### config.mk
export PLATFORM = sky130hd
export DESIGN_NAME = csr_access_unit
export DESIGN_NICKNAME = d
export VERILOG_FILES = /design/src/rtl/csr_access_unit_pkg.sv /design/src/rtl/csr_access_unit.sv
export SDC_FILE = /design/constraint.sdc
export NUM_CORES = 1
export LEC_CHECK = 0
export BUFFER_PORTS_ARGS = -buffer_cell sky130_fd_sc_hd__buf_2
export CAP_MARGIN = 10
export CORE_UTILIZATION = 35
export CTS_BUF_LIST = sky130_fd_sc_hd__clkbuf_4
export DETAILED_ROUTE_END_ITERATION = 12
export SLEW_MARGIN = 20
export SYNTH_ARGS = -nofsm -noshare
export SYNTH_HDL_FRONTEND = slang
export SYNTH_SLANG_ARGS = --single-unit
### constraint.sdc
create_clock -name clk -period 1.5 [get_ports clk]
set_input_delay 0.3 -clock clk [delete_from_list [all_inputs] [get_ports clk]]
set_output_delay 0.3 -clock clk [all_outputs]
set_load 0.05 [all_outputs]
### src/rtl/csr_access_unit_pkg.sv
// csr_access_unit_pkg: Zicsr funct3 codes, FSM states and CSR address constants.
package csr_access_unit_pkg;

    localparam int CSR_AW_DEF = 12;
    localparam int XLEN_DEF   = 32;

    // CSRs whose address bits [11:10] equal this prefix are read-only.
    localparam logic [1:0] CSR_RO_PREFIX = 2'b11;

    typedef enum logic [2:0] {
        CSR_RW  = 3'b001,
        CSR_RS  = 3'b010,
        CSR_RC  = 3'b011,
        CSR_RWI = 3'b101,
        CSR_RSI = 3'b110,
        CSR_RCI = 3'b111
    } csr_op_e;

    typedef enum logic [2:0] {
        S_IDLE  = 3'd0,
        S_READ  = 3'd1,
        S_CAPT  = 3'd2,
        S_WRITE = 3'd3,
        S_RESP  = 3'd4
    } csr_state_e;

endpackage

### src/rtl/csr_access_unit.sv
// csr_access_unit: sequences one Zicsr instruction onto the CSR file ports
// (registered read, read-modify-write, single-cycle write) and returns the old value.
module csr_access_unit
    import csr_access_unit_pkg::*;
#(
    parameter int CSR_AW = CSR_AW_DEF,
    parameter int XLEN   = XLEN_DEF
) (
    input  logic              clk,
    input  logic              rst,
    input  logic              req_valid_i,
    output logic              req_ready_o,
    input  logic [2:0]        op_i,
    input  logic [CSR_AW-1:0] csr_addr_i,
    input  logic [XLEN-1:0]   rs1_data_i,
    input  logic [4:0]        zimm_i,
    input  logic              rd_zero_i,
    input  logic              rs1_zero_i,
    input  logic              flush_i,
    output logic              resp_valid_o,
    input  logic              resp_ready_i,
    output logic [XLEN-1:0]   resp_rdata_o,
    output logic              resp_illegal_o,
    output logic [CSR_AW-1:0] csr_raddr_o,
    input  logic [XLEN-1:0]   csr_rdata_i,
    output logic              csr_we_o,
    output logic [CSR_AW-1:0] csr_waddr_o,
    output logic [XLEN-1:0]   csr_wdata_o
);

    csr_state_e        state_q, state_d;
    logic [1:0]        kind_q, kind_d;
    logic [CSR_AW-1:0] addr_q, addr_d;
    logic [XLEN-1:0]   src_q, src_d;
    logic [XLEN-1:0]   old_q, old_d;
    logic              wr_q, wr_d;
    logic              ill_q, ill_d;

    logic            accept, is_rw, do_read, do_write, illegal;
    logic [XLEN-1:0] wdata;

    assign accept   = req_valid_i & req_ready_o & ~flush_i;
    assign is_rw    = (op_i == CSR_RW) | (op_i == CSR_RWI);
    assign do_read  = ~(is_rw & rd_zero_i);
    assign do_write = is_rw | ~rs1_zero_i;
    assign illegal  = (op_i[1:0] == 2'b00) |
                      (do_write & (csr_addr_i[CSR_AW-1 -: 2] == CSR_RO_PREFIX));

    // kind_q holds funct3[1:0]: 01 write, 10 set, 11 clear; old_q is 0 when no read ran.
    assign wdata = (kind_q == 2'b01) ? src_q :
                   (kind_q == 2'b10) ? (old_q | src_q) : (old_q & ~src_q);

    always_comb begin
        state_d = state_q;
        kind_d  = kind_q;
        addr_d  = addr_q;
        src_d   = src_q;
        old_d   = old_q;
        wr_d    = wr_q;
        ill_d   = ill_q;
        case (state_q)
            S_IDLE: if (accept) begin
                kind_d  = op_i[1:0];
                addr_d  = csr_addr_i;
                src_d   = op_i[2] ? {{(XLEN-5){1'b0}}, zimm_i} : rs1_data_i;
                old_d   = '0;
                wr_d    = do_write;
                ill_d   = illegal;
                state_d = illegal ? S_RESP : (do_read ? S_READ : S_WRITE);
            end
            S_READ:  state_d = S_CAPT;
            S_CAPT: begin
                old_d   = csr_rdata_i;
                state_d = wr_q ? S_WRITE : S_RESP;
            end
            S_WRITE: state_d = S_RESP;
            S_RESP:  state_d = resp_ready_i ? S_IDLE : S_RESP;
            default: state_d = S_IDLE;
        endcase
        if (flush_i && state_q != S_IDLE) state_d = S_IDLE;
    end

    always_ff @(posedge clk or negedge rst) begin
        if (!rst) begin
            state_q <= S_IDLE;
            kind_q  <= '0;
            addr_q  <= '0;
            src_q   <= '0;
            old_q   <= '0;
            wr_q    <= 1'b0;
            ill_q   <= 1'b0;
        end else begin
            state_q <= state_d;
            kind_q  <= kind_d;
            addr_q  <= addr_d;
            src_q   <= src_d;
            old_q   <= old_d;
            wr_q    <= wr_d;
            ill_q   <= ill_d;
        end
    end

    assign req_ready_o    = state_q == S_IDLE;
    assign resp_valid_o   = state_q == S_RESP;
    assign resp_rdata_o   = resp_valid_o ? old_q : '0;
    assign resp_illegal_o = resp_valid_o & ill_q;
    assign csr_raddr_o    = (state_q == S_READ) ? addr_q : '0;
    assign csr_we_o       = (state_q == S_WRITE) & ~flush_i;
    assign csr_waddr_o    = (state_q == S_WRITE) ? addr_q : '0;
    assign csr_wdata_o    = (state_q == S_WRITE) ? wdata : '0;

endmodule

==> flow_summary_export.csv <==
group,metric,value,unit
status,status,"finished with violations",
status,violations,"negative setup slack",
job,max_cap_viol_count,0,
finish,mostFrequentLayoutCell,"buf_2",
power_and_ir_drop,p_sw,0.00408,W
timing,fin_crit_sh,1.46,
timing,max_freq,0.458,GHz
critical_path,crit_fanout,16,
finish,fillers,1038,
timing,rsz0062_at_grt,"true",
power_and_ir_drop,p_leak,4.02,nW
timing,timing.final.ws_setup,-0.685,ns
hold_path,hold_path_depth,3,
critical_path,worstSetupEndpointType,"output pin",
cts,cts.clk_slew.worst_paths,0.13,ns
finish,area_growth,79.1,%
timing,slew_violations,0,
timing,finalSetupViolCount,175,
critical_path,crit_path_start_kind,"flop",
finish,drive_gt1_frac,0.675,
yosys,synth_ff_type,"dfrtp_1",
power_and_ir_drop,power_density,1200,mW/mm²
routing,viasPerCell,5.15,
timing,worst_pin_slew,0.499,ns
yosys,synth_top_family_by_area,"simple AND/OR/NAND/NOR gates",
cts,tritoncts,"done",
cts,numCtsBuffers,9,
routing,wl,17.8,mm
yosys,synth.avg_cell_area,10.0,µm²
floorplan,rows,42,
power_and_ir_drop,seqPwrFrac,0.360,
routing,wl_per_cell,19.4,µm
timing,holdWs,0.0468,ns
timing,slew_headroom,0.667,
routing,vias,4726,
yosys,syn_nets,576,
yosys,syn_area,0.00486,mm²
finish,final_cells,918,
routing,drt-initial-drc-count,197,
cts,cts_root_buf,"clkbuf_4",
critical_path,cp.arrival,1.88,ns
yosys,yosys_warnings,0,
power_and_ir_drop,p_clk_frac,0.133,
placed_design,finalWeightedCongestion,0.823,
finish,final_cell_mix,"89 x buf_2, 80 x dfrtp_1, 71 x buf_8",
placed_design,hpwlAfterDp,10.4,mm
timing,clock_skew,0.00831,ns
yosys,async_flop_share,1.00,
yosys,synth_compound_area_frac,0.153,
cts,cts.path.max_buffers,2,
hold_path,hold_class,"input port to flop",
yosys,synthAdderAreaFrac,0,
yosys,muxShareOfSynthArea,0.123,
timing,fin_crit,2.18,ns
critical_path,path_class,"flop to output pin",
yosys,syn-instance-count,485,
yosys,synth-seq-cells,83,
critical_path,ff2ff_path_depth,9,
power_and_ir_drop,irDropWorstVdd,0.635,mV
critical_path,required,1.20,ns
finish,regArea,0.00208,mm²
global_routing,grt_pass1_vias,5015,
global_routing,grt_pass1_wl,26.5,mm
cts,clock_latency,0.45,ns
global_routing,grt_remaining_overflow,0,
finish,fin_nets,827,
floorplan,pin_count,183,
cts,htreeDepth,3,
power_and_ir_drop,power_frac_comb,0.507,
floorplan,die_x,120,µm
yosys,synth_cell_type_count,32,
finish,multi_input_area,0.00325,mm²
global_routing,global_route.usage.total,0.240,
global_routing,grt_max_degree,35,
floorplan,fp.dieH,120,µm
cts,cts_sinks,83,
placed_design,io_buffers,182,
floorplan,core-area,0.0134,mm²
routing,drc,0,
routing,final_antenna_net_count,0,
power_and_ir_drop,total_power,0.0104,W
global_routing,antenna_found_initial,1,
yosys,synth-simple-area-share,0.191,
yosys,ys_seq_area_frac,0.427,
placed_design,dp.cells,861,
routing,drtPass1Iterations,4,
floorplan,dieArea,0.0144,mm²
yosys,synth_xor_area_frac,0.0559,
power_and_ir_drop,swShare,0.391,
timing,finalHoldViolCount,0,
power_and_ir_drop,p_int,0.00635,W
yosys,synth_edf_count,0,
floorplan,initial_core_util,0.363,
cell type report:
class                      count  share of cell area
sequential                    83               0.239
timing repair buffer         281               0.345
multi-input combinational    358               0.374
antenna                        1            0.000287
clock buffer                  13              0.0112
tap                          176              0.0253
clock inverter                 3             0.00446
inverter                       3             0.00129
sequential cells by signal (all words and copies together), names as in the netlist:
signal,flops
src_q,32
wr_q,1
ill_q,1
kind_q,2
addr_q,12
old_q,32
state_q,3
cell families (layout without fill, tap and decap cells):
kind of cell	Yosys count	in the layout
DFF	83	83
buffers and inverters	44	300
other	0	1
AOI/OAI and AO/OA	106	106
muxes	53	53
and+or+nand+nor	168	168
xor gates and xnor gates	31	31
synthesized netlist by cell type, types with 3 or more instances:
cell type / count / area, µm²
dfrtp_1: 83 / 2080
inv_1: 3 / 11.3
mux2_1: 38 / 428
nand2b_1: 3 / 18.8
nand2_1: 65 / 244
clkbuf_1: 20 / 75.1
and3_1: 12 / 75.1
mux2_2: 15 / 169
o21ai_0: 35 / 175
buf_2: 13 / 65.1
buf_6: 8 / 90.1
nand3b_1: 3 / 22.5
o21a_1: 31 / 233
a221oi_1: 31 / 272
xnor2_1: 31 / 272
and2_1: 45 / 282
nor2b_1: 28 / 175
final timing paths:
path / startpoint / endpoint / slack, ns
min in group asynchronous: rst / old_q[15] / 0.34
worst min register to register: ill_q / ill_q / 0.55
worst max-delay path: kind_q[1] / csr_wdata_o[3] / -0.68
worst min-delay path: csr_rdata_i[7] / old_q[7] / 0.05
max in group asynchronous: rst / addr_q[0] / 0.57
worst max register to register: state_q[0] / src_q[22] / -0.50
per-stage QoR:
| step | instance area [µm²] | setup TNS [ns] | utilization | worst slack, ns |
|---|---|---|---|---|
| after global routing | 8710 | -99.89 | 0.650 | -0.772 |
| after global placement | 6590 | -31.21 | 0.492 | -0.262 |
| after CTS | 8280 | -83.82 | 0.618 | -0.708 |
| final | 8710 | -87.06 | 0.650 | -0.685 |
| after floorplan | 5180 | -38.44 | - | -0.451 |
| after detailed placement | 6590 | -34.47 | 0.492 | -0.299 |
power by group through the flow:
stage / registers (W) / clock network [W] / logic [W]
global placement: 0.00366 / 0 / 0.00347
global route: 0.00386 / 0.00151 / 0.00559
detailed placement: 0.00370 / 0 / 0.00356
finish: 0.00376 / 0.00139 / 0.00529
CTS: 0.00368 / 0.00141 / 0.00472
floorplan: 0.00349 / 0 / 0.00245
critical path, stage by stage, from the launching register on:
cell and delay [ns]:
dfrtp_2 0.49, buf_12 0.18, xnor2_1 0.13, a221oi_1 0.29, o21a_2 0.20, buf_6 0.15
per-layer routing:
layer	vias up	share of wire	GRT usage
met5	-	0	0
met4	0	0.025	0.106
met3	33	0.032	0.0314
met2	132	0.52	0.407
met1	2357	0.42	0.305
li1	2204	-	-
timing repair:
action	CTS	global route
gates resized for setup	348	92
setup endpoints to repair	175	175
cloned	8	4
pin swaps	9	46
setup buffers	24	10
endpoints found under the hold margin	30	0
hold buffers	1	0
Power figures use the tool's default switching activity.
